## config.mk

```make
export PLATFORM = sky130hd
export DESIGN_NAME = axi_llc_r_master_cwf
export DESIGN_NICKNAME = d
export VERILOG_FILES = /design/src/rtl/axi_llc_pkg.sv /design/src/rtl/axi_llc_r_master_cwf_fifo.sv /design/src/rtl/axi_llc_r_master_cwf.sv
export SDC_FILE = /design/constraint.sdc
export NUM_CORES = 1
export LEC_CHECK = 0
export ABC_AREA = 1
export BUFFER_PORTS_ARGS = -buffer_cell sky130_fd_sc_hd__clkbuf_2
export CAP_MARGIN = 20
export CORE_UTILIZATION = 50
export DETAILED_ROUTE_END_ITERATION = 10
export GPL_TIMING_DRIVEN = 0
export PLACE_DENSITY = 0.77
export SLEW_MARGIN = 0
export SYNTH_ARGS = -nofsm -noshare
export SYNTH_HDL_FRONTEND = slang
export SYNTH_HIERARCHICAL = 1
export SYNTH_SLANG_ARGS = --single-unit
```

## constraint.sdc

```tcl
create_clock -name clk_i -period 3.4 [get_ports clk_i]
set_input_delay 0.17 -clock clk_i [delete_from_list [all_inputs] [get_ports clk_i]]
set_output_delay 0.17 -clock clk_i [all_outputs]
set_load 0.01 [all_outputs]
```

## src/rtl/axi_llc_pkg.sv

```systemverilog
// Shared LLC types for the refill-R path: static configuration, descriptor,
// data-way request and AXI R payload.
package axi_llc_pkg;

    localparam int unsigned AddrWidth      = 32;
    localparam int unsigned DataWidth      = 32;
    localparam int unsigned NumWays        = 4;
    localparam int unsigned LineAddrWidth  = 16;
    localparam int unsigned BlkOffsetWidth = 8;

    typedef struct packed {
        int unsigned NumBlocks;
        int unsigned BlockOffsetLength;
        int unsigned ByteOffsetLength;
        int unsigned IndexLength;
    } llc_cfg_t;

    typedef struct packed {
        int unsigned AddrWidthFull;
        int unsigned DataWidthFull;
    } llc_axi_cfg_t;

    localparam llc_cfg_t DefaultCfg = '{
        NumBlocks: 32'd4, BlockOffsetLength: 32'd2, ByteOffsetLength: 32'd2, IndexLength: 32'd6
    };
    localparam llc_axi_cfg_t DefaultAxiCfg = '{AddrWidthFull: AddrWidth, DataWidthFull: DataWidth};

    typedef enum logic [1:0] {
        WChanUnit = 2'd0,
        RChanUnit = 2'd1,
        EvictUnit = 2'd2,
        RefilUnit = 2'd3
    } cache_unit_e;

    typedef struct packed {
        logic [AddrWidth-1:0] a_x_addr;
        logic [NumWays-1:0]   way_ind;
        logic [3:0]           index_partition;
        logic                 refill;
    } desc_t;

    typedef struct packed {
        cache_unit_e               cache_unit;
        logic [NumWays-1:0]        way_ind;
        logic [LineAddrWidth-1:0]  line_addr;
        logic [BlkOffsetWidth-1:0] blk_offset;
        logic                      we;
        logic [DataWidth-1:0]      data;
        logic [DataWidth/8-1:0]    strb;
    } way_inp_t;

    typedef struct packed {
        logic [DataWidth-1:0] data;
        logic [1:0]           resp;
        logic                 last;
    } r_chan_t;

endpackage

```

## src/rtl/axi_llc_r_master_cwf_fifo.sv

```systemverilog
// In-order descriptor queue, non-fall-through: a pushed entry is visible at
// the head one cycle later. A push while full is dropped even if a pop occurs.
module axi_llc_r_master_cwf_fifo #(
    parameter int unsigned DEPTH = 4,
    parameter type         dtype = logic
) (
    input  logic clk_i,
    input  logic rst_ni,
    input  dtype data_i,
    input  logic push_i,
    output logic full_o,
    output dtype data_o,
    input  logic pop_i,
    output logic empty_o
);

    localparam int unsigned PtrW = (DEPTH > 1) ? $clog2(DEPTH) : 1;
    localparam int unsigned CntW = PtrW + 1;

    dtype            mem_q [DEPTH];
    logic [PtrW-1:0] wr_ptr_q, rd_ptr_q;
    logic [CntW-1:0] cnt_q;
    logic            push_ok, pop_ok;

    always_comb begin
        full_o  = (cnt_q == CntW'(DEPTH));
        empty_o = (cnt_q == '0);
        push_ok = push_i && !full_o;
        pop_ok  = pop_i && !empty_o;
        data_o  = mem_q[rd_ptr_q];
    end

    always_ff @(posedge clk_i or negedge rst_ni) begin
        if (!rst_ni) begin
            wr_ptr_q <= '0;
            rd_ptr_q <= '0;
            cnt_q    <= '0;
        end else begin
            if (push_ok) wr_ptr_q <= wr_ptr_q + 1'b1;
            if (pop_ok)  rd_ptr_q <= rd_ptr_q + 1'b1;
            if (push_ok && !pop_ok)      cnt_q <= cnt_q + 1'b1;
            else if (!push_ok && pop_ok) cnt_q <= cnt_q - 1'b1;
        end
    end

    always_ff @(posedge clk_i) begin
        if (push_ok) mem_q[wr_ptr_q] <= data_i;
    end

endmodule

```

## src/rtl/axi_llc_r_master_cwf.sv

```systemverilog
// Refill-R unit: queues descriptors in order, writes refill beats to the data
// ways in critical-word-first order and forwards each descriptor with its error flag.
module axi_llc_r_master_cwf
    import axi_llc_pkg::*;
#(
    parameter llc_cfg_t     Cfg        = DefaultCfg,
    parameter llc_axi_cfg_t AxiCfg     = DefaultAxiCfg,
    parameter type          desc_t     = axi_llc_pkg::desc_t,
    parameter type          way_inp_t  = axi_llc_pkg::way_inp_t,
    parameter type          r_chan_t   = axi_llc_pkg::r_chan_t,
    parameter int unsigned  DescDepth  = 4,
    parameter bit           WrapRefill = 1'b1
) (
    input  logic     clk_i,
    input  logic     rst_ni,
    input  desc_t    desc_i,
    input  logic     desc_valid_i,
    output logic     desc_ready_o,
    output desc_t    desc_o,
    output logic     desc_err_o,
    output logic     desc_valid_o,
    input  logic     desc_ready_i,
    input  r_chan_t  r_chan_mst_i,
    input  logic     r_chan_valid_i,
    output logic     r_chan_ready_o,
    output way_inp_t way_inp_o,
    output logic     way_inp_valid_o,
    input  logic     way_inp_ready_i,
    output logic     busy_o
);

    localparam int unsigned OffW    = Cfg.BlockOffsetLength;
    localparam int unsigned IdxBase = Cfg.ByteOffsetLength + Cfg.BlockOffsetLength;
    localparam int unsigned unused_axi_dw = AxiCfg.DataWidthFull;

    typedef logic [OffW-1:0] offset_t;

    desc_t   head, out_q;
    logic    fifo_full, fifo_empty, push, pop;
    logic    out_valid_q, out_err_q;
    offset_t cnt_q, beats_q, start_off, cur_off, cur_beats;
    logic    cnt_valid_q, err_q, cur_err, beat_err;
    logic    free, head_refill, beat_hs;
    logic    unused_bits;

    axi_llc_r_master_cwf_fifo #(
        .DEPTH (DescDepth),
        .dtype (desc_t)
    ) i_desc_fifo (
        .clk_i   (clk_i),
        .rst_ni  (rst_ni),
        .data_i  (desc_i),
        .push_i  (push),
        .full_o  (fifo_full),
        .data_o  (head),
        .pop_i   (pop),
        .empty_o (fifo_empty)
    );

    // Counter values are used combinationally until the register has been
    // loaded for the current head; this makes the first beat of a refill
    // (including one directly following another refill) use its start offset.
    always_comb begin
        desc_ready_o = rst_ni && !fifo_full;
        push         = desc_valid_i && desc_ready_o;
        free         = !out_valid_q || desc_ready_i;
        head_refill  = !fifo_empty && head.refill;
        start_off    = WrapRefill ? head.a_x_addr[Cfg.ByteOffsetLength +: OffW] : '0;
        cur_off      = cnt_valid_q ? cnt_q : start_off;
        cur_beats    = cnt_valid_q ? beats_q : '0;
        cur_err      = cnt_valid_q && err_q;
        beat_err     = cur_err | r_chan_mst_i.resp[1];

        way_inp_valid_o = head_refill && r_chan_valid_i && free;
        r_chan_ready_o  = head_refill && way_inp_ready_i && free;
        beat_hs         = head_refill && r_chan_valid_i && way_inp_ready_i && free;
        pop             = !fifo_empty && free && (!head.refill || (beat_hs && r_chan_mst_i.last));

        way_inp_o            = '0;
        way_inp_o.cache_unit = RefilUnit;
        way_inp_o.we         = 1'b1;
        way_inp_o.strb       = '1;
        way_inp_o.data       = r_chan_mst_i.data;
        way_inp_o.way_ind    = head.way_ind;
        way_inp_o.line_addr[Cfg.IndexLength-1:0] = head.a_x_addr[IdxBase +: Cfg.IndexLength];
        way_inp_o.blk_offset[OffW-1:0]           = cur_off;

        desc_o       = out_q;
        desc_err_o   = out_err_q;
        desc_valid_o = out_valid_q;
        busy_o       = !fifo_empty || out_valid_q;
    end

    always_ff @(posedge clk_i or negedge rst_ni) begin
        if (!rst_ni) begin
            cnt_q       <= '0;
            beats_q     <= '0;
            cnt_valid_q <= 1'b0;
            err_q       <= 1'b0;
        end else if (beat_hs) begin
            cnt_q       <= offset_t'(cur_off + 1'b1);
            beats_q     <= offset_t'(cur_beats + 1'b1);
            err_q       <= beat_err;
            cnt_valid_q <= !r_chan_mst_i.last;
        end else if (head_refill && !cnt_valid_q) begin
            cnt_q       <= start_off;
            beats_q     <= '0;
            err_q       <= 1'b0;
            cnt_valid_q <= 1'b1;
        end
    end

    always_ff @(posedge clk_i or negedge rst_ni) begin
        if (!rst_ni) begin
            out_q       <= '0;
            out_valid_q <= 1'b0;
            out_err_q   <= 1'b0;
        end else if (pop) begin
            out_q       <= head;
            out_valid_q <= 1'b1;
            out_err_q   <= head.refill && beat_err;
        end else if (desc_ready_i) begin
            out_valid_q <= 1'b0;
        end
    end

    assign unused_bits = ^{head.index_partition, head.a_x_addr, r_chan_mst_i.resp[0]};

    last_beat_count: assert property (
        @(posedge clk_i) disable iff (!rst_ni)
        (beat_hs && r_chan_mst_i.last) |-> (cur_beats == offset_t'(Cfg.NumBlocks - 1))
    );

endmodule

```

==> results of run 1 <==
-- timing repair --
action,in CTS,in global routing
endpoints found under the setup margin,0,2
gates resized for setup,0,2
setup buffers,0,0
hold endpoints to repair,220,0
hold buffers,44,0
-- where the power goes --
part           total (W)  switching [W]  internal, W
registers        0.00364       0.000213      0.00342
clock network    0.00265       0.000958      0.00170
logic            0.00403        0.00257      0.00146
-- stage by stage --
stage	std cells	hold WS, ns	instance area, µm²
3_5_place_dp	1228	0.355	10700
5_1_grt	1312	0.0640	11900
2_1_floorplan	851	-0.126	9590
6_report	1312	0.0303	11900
4_1_cts	1312	0.0112	11900
3_3_place_gp	1224	0.385	10600
-- critical path: cells and delay by family (launching register included) --
family	cells	cell delay (ns)
AO/OA/AOI/OAI	2	0.18
adder cells (fa/ha/maj)	2	0.62
buffers and inverters	6	0.82
AND/OR/NAND/NOR	8	0.94
flip-flops	1	0.42
-- per-layer routing --
layer  GRT usage [%]  up-vias  share of wire (%)
met1            27.0     3017                 40
li1                -     3169                  -
met3            3.62       36                6.4
met2            40.2      263                 52
met5               0        -                  0
met4            7.17        0                1.9
-- cells by family (layout without fill, tap and decap cells) --
family / Yosys count / in the layout / share of synthesized area (%)
other: 2 / 23 / 0.0790
xor gates and xnor gates: 2 / 2 / 0.184
DFF: 218 / 218 / 66.0
and+or+nand+nor: 300 / 300 / 12.8
adders and majority gates: 6 / 6 / 0.869
buffers and inverters: 209 / 436 / 12.4
AOI/OAI and AO/OA: 93 / 93 / 7.58
-- path summary, 6_finish.rpt --
check	to	slack [ns]
worst max-delay path	i_desc_fifo/cnt_q[1]$_DFFE_PN0P_	0.28
worst min register to register	desc_err_o$_DFFE_PN0P_	0.47
min in group asynchronous	desc_o[37]$_DFFE_PN0P_	0.33
max in group asynchronous	desc_o[15]$_DFFE_PN0P_	2.52
worst min-delay path	err_q$_DFFE_PN0P_	0.03
worst max register to register	i_desc_fifo/cnt_q[1]$_DFFE_PN0P_	0.28
-- registers in the layout, summed over array words and instances, names as in the netlist --
register,count
i_desc_fifo/mem_q,164
desc_err_o,1
cnt_q,2
desc_valid_o,1
i_desc_fifo/cnt_q,3
desc_o,41
err_q,1
cnt_valid_q,1
i_desc_fifo/rd_ptr_q,2
i_desc_fifo/wr_ptr_q,2
-- cell type report --
class	count	area, µm²	area share, %
Sequential cell	218	6280	52.5
Multi-Input combinational cell	424	2170	18.2
Timing Repair Buffer	187	1220	10.2
Buffer	94	751	6.28
Clock buffer	29	598	5.01
Inverter	115	432	3.61
Tap cell	234	293	2.45
Clock inverter	11	210	1.76
-- cell usage in the layout (no fill, tap or decap), types with 6 or more instances in the layout --
master	count
sky130_fd_sc_hd__dlygate4sd3_1	44
sky130_fd_sc_hd__bufinv_16	6
sky130_fd_sc_hd__o211ai_2	9
sky130_fd_sc_hd__conb_1	23
sky130_fd_sc_hd__nand2_1	235
sky130_fd_sc_hd__nand3_1	47
sky130_fd_sc_hd__inv_1	112
sky130_fd_sc_hd__o211ai_1	74
sky130_fd_sc_hd__clkbuf_1	7
sky130_fd_sc_hd__dfrtp_1	54
sky130_fd_sc_hd__buf_4	60
sky130_fd_sc_hd__buf_2	12
sky130_fd_sc_hd__clkbuf_2	138
sky130_fd_sc_hd__o21ai_0	7
sky130_fd_sc_hd__clkbuf_16	23
sky130_fd_sc_hd__buf_6	21
sky130_fd_sc_hd__edfxtp_1	164
==> results.md, run 1 <==
- The mapped netlist covers 9510 µm².
- Among all flip-flop cells after synthesis, the most frequent one is sky130_fd_sc_hd__edfxtp_1.
- For this configuration, the core starts out at a cell density of 51.0%.
- Synthesis handed over a netlist of 830 instances.
- The post-synthesis register bit count is between 200 and 250.
- The maximum clock frequency is 0.321 GHz.
- The path depth of the worst reg2reg path is 18.
- The worst path setup slack after routing is 0.285 ns.
- The clock skew is 0.0139 ns.
- The fraction of synthesized cell area taken by the top area cell type is 51.8%.
- STA puts the critical path data arrival time at 3.49 ns.
- The sequential cell area fraction in the yosys report is roughly two thirds.
- The fraction of synthesis flops using an asynchronous set or reset pin is between 20% and 30%.
- Counting the fill cells in the layout gives 1420.
- The die height is 140 µm.
- The final antenna-violating net count is 0.
- For this block, the initial DRC count from the detailed router was ~360.
- Among the stages of the critical path, the cell type that occurs most often is sky130_fd_sc_hd__buf_6.
- Routability-driven placement finished with a final weighted congestion of roughly 0.79.
- Across the run, the number of max-cap violations was 0.
- The maximum cell stage delay along the critical path is approximately 0.42 ns.
- The final layout contains routed wiring with a total length of 21.3 mm.
- The cell type of the slowest stage on the worst timing path is sky130_fd_sc_hd__dfrtp_1.
- The number of failing hold endpoints at the final stage was 0.
- The flow ran to the end, and the final reports show no timing, DRC or antenna violations.
- The type of the setup path with the least slack is register to register.
- The worst hold path was traced through 4 stages.
- The global-route wire length before repair is 33.2 mm.
- Of the cells placed in the final design, the portion with a size suffix greater than 1 is 26.9%.
- Setup violations remaining at the end of the flow were counted as 0.
- The count of warnings emitted by yosys is 6.
- In this run the power density over the cells is 864 nW/µm².
- Summed over all layers, the global routing overflow is 0.
- Ranked by instance count, the synthesized netlist is headed by 236 x sky130_fd_sc_hd__nand2_1, 164 x sky130_fd_sc_hd__edfxtp_1, 112 x sky130_fd_sc_hd__inv_1.
- Input and output buffers added on the ports amount to 139.
- The die covers 19600 µm².
- The share of the clock period used by the worst path is 91.6%.
- The per-instance average area after synthesis is roughly 11 µm².
- Walking the worst path, the cells encountered are inv_2 -> buf_6 -> buf_6 -> o211ai_1 -> nand2_2 -> nand2_2 -> nor2_2 -> nand3_2 -> nand2_4 -> nand2_8 -> buf_6 -> inv_1 -> nand2_1 -> ha_1 -> inv_1 -> fa_1 -> nand2_1 -> o21ai_0.
- The worst setup path is launched from a register.
- The estimated wirelength of the detail-placed design is between 10 and 15 mm.
- The cell sitting at the root of the clock tree is a sky130_fd_sc_hd__clkbuf_16.
- The post-place setup slack is 0.222 ns.
- The layout net count is 1150.
- In this run the deepest clock path goes through 3 buffers.
- In the routed design, unresolved DRC markers number 0.
- The launching point of the worst reg2reg path is i_desc_fifo/rd_ptr_q[0]$_DFFE_PN0P_.
- The count of final max-slew check failures was 0.
- The maximum fanout along the worst path is 10.
- STA classifies the critical path endpoint as a register.
- The clock tree from TritonCTS is built.
- For the final routed database, the setup TNS stands at 0 ns.
- The via count of the first global-routing pass is 6352.
- The max-slew headroom at the worst pin is 32.1%.
- The most numerous cell in the Yosys netlist is sky130_fd_sc_hd__nand2_1.
- Buffers inserted during clock tree synthesis total 22.
- In this run the number of H-tree levels came out at 1.
- By area the synthesized netlist is led by sky130_fd_sc_hd__edfxtp_1 52%, sky130_fd_sc_hd__dfrtp_1 14%, sky130_fd_sc_hd__nand2_1 9.3%.
- The number of enable flip-flop cells after synthesis is 164.
- From synthesis to final layout, the design area changed by 25.7%.
- The peak ir drop on the vdd network is roughly 480 µV.
- The data required time of the critical path is 3.77 ns.
- The detailed-route vias per instance is just under 5.
- The routed via count is 6485.
- The post-layout minimum cycle time is 3.12 ns.
- The biggest area consumer among synthesized cells is sky130_fd_sc_hd__edfxtp_1.
- The most critical setup path has its startpoint at i_desc_fifo/rd_ptr_q[0]$_DFFE_PN0P_.
- In this run the horizontal extent of the chip is 140 µm.
- During I/O placement, the number of pins put on the boundary was approximately 200.
- Cells fill 64.1% of the core in the end.
- The clock edge transition at the registers on the reported setup and hold paths is 0.06 ns.
- The antenna diode count is 0.
- In the final routed layout, each cell accounts on average for ~16 µm.
- The worst min-delay path category is primary input to register.
- The post-route total power is ~0.010 W.
- The hold path startpoint is r_chan_mst_i[2].
- The core area is 18600 µm².
- At the pin with the least slew margin, the transition time is 1.02 ns.
- The clock drives roughly 220 sinks.
- The detailed-router iteration count before antenna repair is 5.
- Across every metal layer, demand over resource in global routing totals between 20% and 30%.
- The initialized floorplan defines 50 standard-cell rows.
- The latest clock arrival within the worst-skew pair is 0.51 ns.
- After synthesis, the netlist uses 28 different library cells.
- In this run the static leakage power is 5.51 nW.
- Entering global routing, the biggest net connects 56 pins.
- The number of antenna violations at the first check in global routing is 0.
Note: power is estimated with default switching activity, not from simulation.
==> inputs of run 2 (changes only) <==
==> constraint.sdc (replaced) <==
create_clock -name clk_i -period 3.4 [get_ports clk_i]
set_input_delay 1.02 -clock clk_i [delete_from_list [all_inputs] [get_ports clk_i]]
set_output_delay 1.02 -clock clk_i [all_outputs]
set_load 0.01 [all_outputs]
==> run 2 against run 1 <==
Via count fell by 2.7%. Critical endpoint is now way_inp_o[37]. Utilization fell by 2.3 points. First-iteration DRC count rose by 5.3%. Power fell by 0.44%. Routed wire length fell by 1.2%. Design area fell by 3.5%.
==> results.md, run 2 (same netlist as run 1, synthesis figures left out) <==
- The run finished with clean final reports.
- The routed via count is 6311.
- Counting the buffers created by CTS gives 22.
- The static leakage power is 5.34 nW.
- The number of antenna violations at the first check in global routing is 1.
- The clock edge transition at the registers on the reported setup and hold paths is 0.06 ns.
- STA classifies the critical path startpoint as a register.
- The most flop-heavy register is i_desc_fifo/mem_q.
- The maximum fanout along the worst path is 10.
- The hold path startpoint is desc_err_o$_DFFE_PN0P_.
- The clock skew is 0.0153 ns.
- The launching point of the worst reg2reg path is i_desc_fifo/rd_ptr_q[0]$_DFFE_PN0P_.
- The post-place setup slack is -0.584 ns.
- The path with the worst hold slack has its endpoint at desc_err_o$_DFFE_PN0P_.
- In this run the tightest slew margin relative to its limit is about a third.
- Setup slack on the worst reg-to-reg path comes out at 0.30 ns.
- The number of I/O port buffers is 139.
- In this run the worst hold path is classified as register to register.
- The number of failing hold endpoints at the final stage is 0.
- The iteration-0 DRC count of the detailed router is 380.
- The via count of the first global-routing pass was between 6000 and 7000.
- Setup slack on the critical path of the routed design comes to roughly 0.18 ns.
- The peak ir drop on the vdd network is ~480 µV.
- The transition time at the pin with the least slew margin is 1.02 ns.
- The total negative slack for setup checks is 0 ns.
- Setup violations remaining at the end of the flow were counted as 0.
- For the worst flop-to-flop path, the logic depth is 18.
- The area added between synthesis and finish is 21.2%.
- The most common cell after layout, fill and taps aside is sky130_fd_sc_hd__nand2_1.
- The critical path is of the register to primary output type.
- Timing would allow up to just over 0.3 GHz.
- The smallest hold slack is 0.467 ns.
- The final routed wirelength across all metal layers is between 20 and 25 mm.
- Along the worst hold path, the cell count comes to 2.
- The effective utilization at floorplan is between 50% and 60%.
- The estimated wirelength of the detail-placed design is 13.9 mm.
- The clock tree from TritonCTS is built.
- Setup repair after global routing left no endpoint under its margin.
- The library cells used most frequently in the layout, excluding fill and tap cells, are 235 x sky130_fd_sc_hd__nand2_1, 164 x sky130_fd_sc_hd__edfxtp_1, 139 x sky130_fd_sc_hd__clkbuf_2.
- The later pin in the worst-skew pair is clocked with a latency of roughly 0.5 ns.
- The maximum level of the CTS H-tree is 1.
- In this run the post-CTS setup repair buffer count came out at 0.
- The number of flip-flops under the largest register name is roughly 160.
- The first global-routing pass estimated 32.3 mm of wire.
- The count of final max-slew check failures is 0.
- The max-cap violation count is 0.
- The largest buffer count on any clock path is 3.
- The cell sitting at the root of the clock tree is a sky130_fd_sc_hd__clkbuf_16.
- The number of filler instances in the final layout is roughly 1500.
- The layout net count is around 1100.
- The global router's overall resource usage is between 20% and 30%.
- The final antenna-violating net count is 0.
- The post-layout minimum cycle time is 3.22 ns.
- For this design the top-level I/O count stands at about 200.
- The floorplan step defined a die boundary enclosing 19600 µm².
- The site row count is 50.
- STA puts the critical path data arrival time at 2.20 ns.
- The detailed-route vias per instance is 4.97.
- The utilization after layout is 61.8%.
- Clock tree synthesis found a total of 218 sinks.
- The finished cells cover 11500 µm².
- The residual overflow from global routing is 0.
- The core area is 18600 µm².
- The type of destination of the critical path is a primary output.
- For this run, design rule violations remaining after detail routing come to 0.
- The first detailed-routing pass ran for 4 iterations.
- The average detailed-routed wire length per instance is 16.5 µm.
- Of the available clock period, the critical path in the final layout requires 94.8%.
- Measured along the y axis, the die boundary spans 140 µm.
- Dividing total power by cell area gives a power density of 892 nW/µm².
- Once placement finished, the instance area stood at ~11000 µm².
- The weighted congestion reported at the end of routability-driven placement is 0.791.
- The pin count of the biggest net entering global routing is 56.
- Of the cells placed in the final design, the portion with a size suffix greater than 1 is 28.2%.
- The data required time of the critical path is 2.38 ns.
- Measured along the x axis, the die boundary spans 140 µm.
- The worst register-to-register path ends at i_desc_fifo/cnt_q[1]$_DFFE_PN0P_.
==> run 2: cell count changes in the layout (fill, tap and decap cells not counted), sizes merged <==
cell,before,now
diode,0,1
dlygate4sd3,44,0
==> run 2: timing repair <==
action / 4_1_cts / 5_1_grt
hold buffers: 0 / 0
endpoints found under the setup margin: 22 / 3
gates resized for setup: 2 / 5
==> run 2: cell type report <==
cell class	count	area (µm²)	share of cell area, %
repair buffers	143	785	6.81
diodes	1	2.50	0.0217
flip-flops and latches	218	6280	54.5
multi-input cells	424	2180	18.9
inverters	115	432	3.75
plain buffers	94	752	6.52
clock buffers	29	598	5.19
well taps	234	293	2.54
clock inverters	11	210	1.82
==> run 2: where the power goes <==
part | total (W) | internal [W] | switching (W) | leakage [nW]
combinational | 0.00399 | 0.00144 | 0.00255 | 2.80
sequential | 0.00364 | 0.00342 | 0.000212 | 2.15
clock | 0.00265 | 0.00170 | 0.000953 | 0.391
==> run 2: stage by stage <==
stage          total power [W]  instances
2_1_floorplan          0.00628        851
3_3_place_gp           0.00753       1224
3_5_place_dp           0.00766       1228
4_1_cts                 0.0103       1268
5_1_grt                 0.0109       1269
6_report                0.0103       1269
==> run 2: layer usage <==
layer	wire length, µm	global-route usage, %	vias up
met1	8230	26.2	2943
met4	544	8.33	0
met3	1640	4.58	39
met5	0	0	-
li1	-	-	3077
met2	10600	38.2	252
==> run 2: worst max-delay path, cell delays in order (launching register included) <==
cell                       delay [ns]
sky130_fd_sc_hd__dfrtp_1         0.36
sky130_fd_sc_hd__buf_2           0.17
sky130_fd_sc_hd__inv_2           0.13
sky130_fd_sc_hd__buf_2           0.27
sky130_fd_sc_hd__o211ai_1        0.14
sky130_fd_sc_hd__nand2_1         0.19
sky130_fd_sc_hd__nand2_1         0.08
sky130_fd_sc_hd__o21ai_0         0.17
sky130_fd_sc_hd__clkbuf_2        0.21
==> run 2: worst max-delay path by stage <==
stage	start	end	depth (start not counted)
floorplan	rst_ni	i_desc_fifo/mem_q[0][0]$_DFFE_PP_	4
global placement	rst_ni	i_desc_fifo/mem_q[2][15]$_DFFE_PP_	5
detailed placement	rst_ni	i_desc_fifo/mem_q[2][15]$_DFFE_PP_	6
CTS	i_desc_fifo/rd_ptr_q[0]$_DFFE_PN0P_	way_inp_o[37]	8
global route	i_desc_fifo/rd_ptr_q[0]$_DFFE_PN0P_	i_desc_fifo/cnt_q[2]$_DFFE_PN0P_	21
finish	i_desc_fifo/rd_ptr_q[1]$_DFFE_PN0P_	way_inp_o[37]	8
==> inputs of run 3 (changes only) <==
--- a/config.mk
+++ b/config.mk
@@ -11,7 +11,7 @@
 export CORE_UTILIZATION = 50
 export DETAILED_ROUTE_END_ITERATION = 10
 export GPL_TIMING_DRIVEN = 0
-export PLACE_DENSITY = 0.77
+export PLACE_DENSITY = 0.8
 export SLEW_MARGIN = 0
 export SYNTH_ARGS = -nofsm -noshare
 export SYNTH_HDL_FRONTEND = slang
==> run 3 against run 2 <==
Routed wire length decreased by 0.33%. Design area shrank 0.14%. Setup slack improved by 0.013 ns. Count of clock-buffer cells in the layout is 1 lower. Non-clock buffer count unchanged. Critical path type unchanged. Critical endpoint unchanged.
==> results.md, run 3 (same netlist as run 1, synthesis figures left out) <==
- The number of setup buffers added after CTS is 0.
- Along the worst path, the maximum fanout reaches 10.
- The weighted congestion reported at the end of routability-driven placement is about 0.77.
- The largest buffer count on any clock path is 3.
- Sequential cells account for 36.0% of the total power.
- Data on the critical path is required at its endpoint by 2.38 ns.
- The number of top-level pins is 196.
- Dividing total power by cell area gives a power density of 880 nW/µm².
- Measured in cells, the most critical reg-to-reg path has a length of 18.
- Setup repair after global routing left no endpoint under its margin.
- The post-layout minimum cycle time is around 3.2 ns.
- Setup violations remaining at the end of the flow were counted as 0.
- At the placement stage, the worst setup path has a slack of -0.707 ns.
- The via count of the first global-routing pass is roughly 6000.
- Data arrives at the worst endpoint at 2.19 ns.
- The critical path launch point type is a register.
- The proportion of power drawn by combinational gates is 39.3%.
- The site row count is 50.
- In the final design database the tool counted 1110 nets.
- The number of clock buffers inserted by TritonCTS is 23.
- The number of antenna violations at the first check in global routing is 2.
- The most common cell after layout, fill and taps aside is sky130_fd_sc_hd__nand2_1.
- Clock-pin slew was measured on the worst setup and hold paths at 0.06 ns.
- The tree is rooted in a sky130_fd_sc_hd__clkbuf_16.
- The worst register-to-register path ends at i_desc_fifo/cnt_q[1]$_DFFE_PN0P_.
- Dividing the final minimum period by the clock period gives 94.4%.
- In this run the power spent charging and discharging nets is roughly 0.0038 W.
- The detailed-route vias per instance is 4.98.
- At the later pin of the worst-skew pair, clock insertion delay measures 0.51 ns.
- For this run the aggregate overflow at the end of global routing stands at 0.
- The peak ir drop on the vdd network is 637 µV.
- The startpoint identified for the worst register-to-register timing path is i_desc_fifo/rd_ptr_q[0]$_DFFE_PN0P_.
- The finished layout holds 1274 standard cells, fillers aside.
- Counting instances, the worst hold path has a depth of 2.
- In this run the tightest slew margin relative to its limit is 52.9%.
- In this run the worst setup path begins at i_desc_fifo/rd_ptr_q[1]$_DFFE_PN0P_.
- The finished cells cover 11500 µm².
- Detailed placement ended at an HPWL of 13.6 mm.
- In the global route stage, overall resource usage came out at 21.5%.
- The DRC violations left is 0.
- In the final routed layout, each cell accounts on average for between 15 and 20 µm.
- For this configuration, the core starts out at a cell density of 51.0%.
- At the pin with the least slew margin, the transition time is about 0.7 ns.
- The number of failing hold endpoints at the final stage is 0.
- The final routed wirelength across all metal layers is 20.9 mm.
- The detailed-router iteration count before antenna repair is 5.
- The register with the most flip-flops in the layout has 164 of them.
- By startpoint and endpoint, the worst setup path is classified as register to primary output.
- The share of final-layout standard cells stronger than drive strength 1 is 29.1%.
- The design draws 0.0101 W.
- The routed via count is 6343.
- The count of final max-slew check failures is 0.
- Per report_power, the clock group accounts for 24.7% of the total.
- Derived from the worst setup path, the maximum achievable clock frequency is roughly 0.31 GHz.
- The detailed router finished its first iteration with 400 violations.
- The proportion of total power due to net switching is 37.3%.
- The final antenna-violating net count is 0.
- The flow ran to the end, and the final reports show no timing, DRC or antenna violations.
- For the final database, setup skew stands at 0.0104 ns.
- STA classifies the critical path endpoint as a primary output.
- The internal power summed over all cells is ~0.0064 W.
- The pin count of the biggest net entering global routing is 56.
- For this design, the CTS-stage hold fixing added 0 buffers.
- The area added between synthesis and finish is 21.1%.
- The static leakage power is 5.33 nW.
- In this run the tool buffered the top-level ports with 139 buffer cells.
- The maximum level of the CTS H-tree is 1.
- The die is 140 µm tall.
- The die is 140 µm wide.
- The core area is 18600 µm².
- The worst path setup slack after routing is approximately 0.19 ns.
- The max-cap violation count is 0.
- The worst hold path belongs to the class register to register.
- The die outline area is 19600 µm².
- The first global-routing pass estimated 32.1 mm of wire.
- The worst hold path terminates at desc_o[11]$_DFFE_PN0P_.
- The setup slack of the most critical reg-to-reg path is 0.30 ns.
- The total placed cells including tap cells is 1228.
- The startpoint identified for the worst hold timing path is desc_o[11]$_DFFE_PN0P_.
- In this run the cell area measured after placement is about 11000 µm².
- The clock sink count is between 200 and 250.
- The most flop-heavy register is i_desc_fifo/mem_q.
- The top cell types in the final layout, fill and taps aside, are 234 x sky130_fd_sc_hd__nand2_1, 164 x sky130_fd_sc_hd__edfxtp_1, 139 x sky130_fd_sc_hd__clkbuf_2.
- The number of filler instances in the final layout is roughly 1400.
- TritonCTS built the clock tree.
run 3: timing repair:
action                                 4_1_cts  5_1_grt
endpoints found under the hold margin        0        0
pin swaps                                    0        2
setup endpoints to repair                   86       69
resized for setup                            1        4
cloned                                       1        2
run 3: power by group through the flow:
stage	registers (W)	logic, W	clock network (W)
2_1_floorplan	0.00380	0.00249	0
3_3_place_gp	0.00370	0.00379	0
3_5_place_dp	0.00370	0.00395	0
4_1_cts	0.00365	0.00399	0.00253
5_1_grt	0.00370	0.00443	0.00263
6_report	0.00365	0.00398	0.00250
run 3: final cells by class:
class                   count  area, µm²  area share, %
diodes                      1       2.50         0.0217
plain buffers              94        752           6.53
clock buffers              28        634           5.51
clock inverters            14        148           1.28
inverters                 115        432           3.75
multi-input cells         427       2180           18.9
flip-flops and latches    218       6280           54.5
well taps                 234        293           2.54
repair buffers            143        792           6.88
run 3: worst max-delay path: stages, from the launching register on:
cell and delay [ns]:
sky130_fd_sc_hd__dfrtp_1 0.38, sky130_fd_sc_hd__buf_2 0.17, sky130_fd_sc_hd__inv_2 0.13, sky130_fd_sc_hd__buf_2 0.26, sky130_fd_sc_hd__o211ai_1 0.12, sky130_fd_sc_hd__nand2_1 0.17
sky130_fd_sc_hd__nand2_1 0.07, sky130_fd_sc_hd__o21ai_0 0.16, sky130_fd_sc_hd__clkbuf_2 0.21
run 3: how the worst max path moves through the flow:
stage / endpoint / slack, ns / cells past startpoint
6_report: way_inp_o[37] / 0.19 / 8
5_1_grt: i_desc_fifo/mem_q[2][16]$_DFFE_PP_ / 0.008 / 6
4_1_cts: i_desc_fifo/mem_q[3][11]$_DFFE_PP_ / 0.06 / 6
3_5_place_dp: i_desc_fifo/mem_q[0][14]$_DFFE_PP_ / -0.71 / 6
3_3_place_gp: i_desc_fifo/mem_q[2][16]$_DFFE_PP_ / -3.20 / 5
2_1_floorplan: i_desc_fifo/mem_q[0][0]$_DFFE_PP_ / -0.31 / 4
run 3: stage by stage:
stage	TNS [ns]	hold WS, ns	util [%]
6_report	0	0.468	61.7
5_1_grt	0	0.484	61.7
4_1_cts	0	0.472	61.6
3_5_place_dp	-93.68	0.458	57.4
3_3_place_gp	-522.01	0.455	56.7
2_1_floorplan	-50.48	0.463	-
run 3: metal layers:
metal  global-route usage (%)  vias to the layer above  wire length, µm
li1                         -                     3084                -
met1                     25.8                     2940             8250
met2                     38.0                      272            10500
met3                     4.51                       45             1600
met4                     8.50                        2              592
met5                        0                        -               15
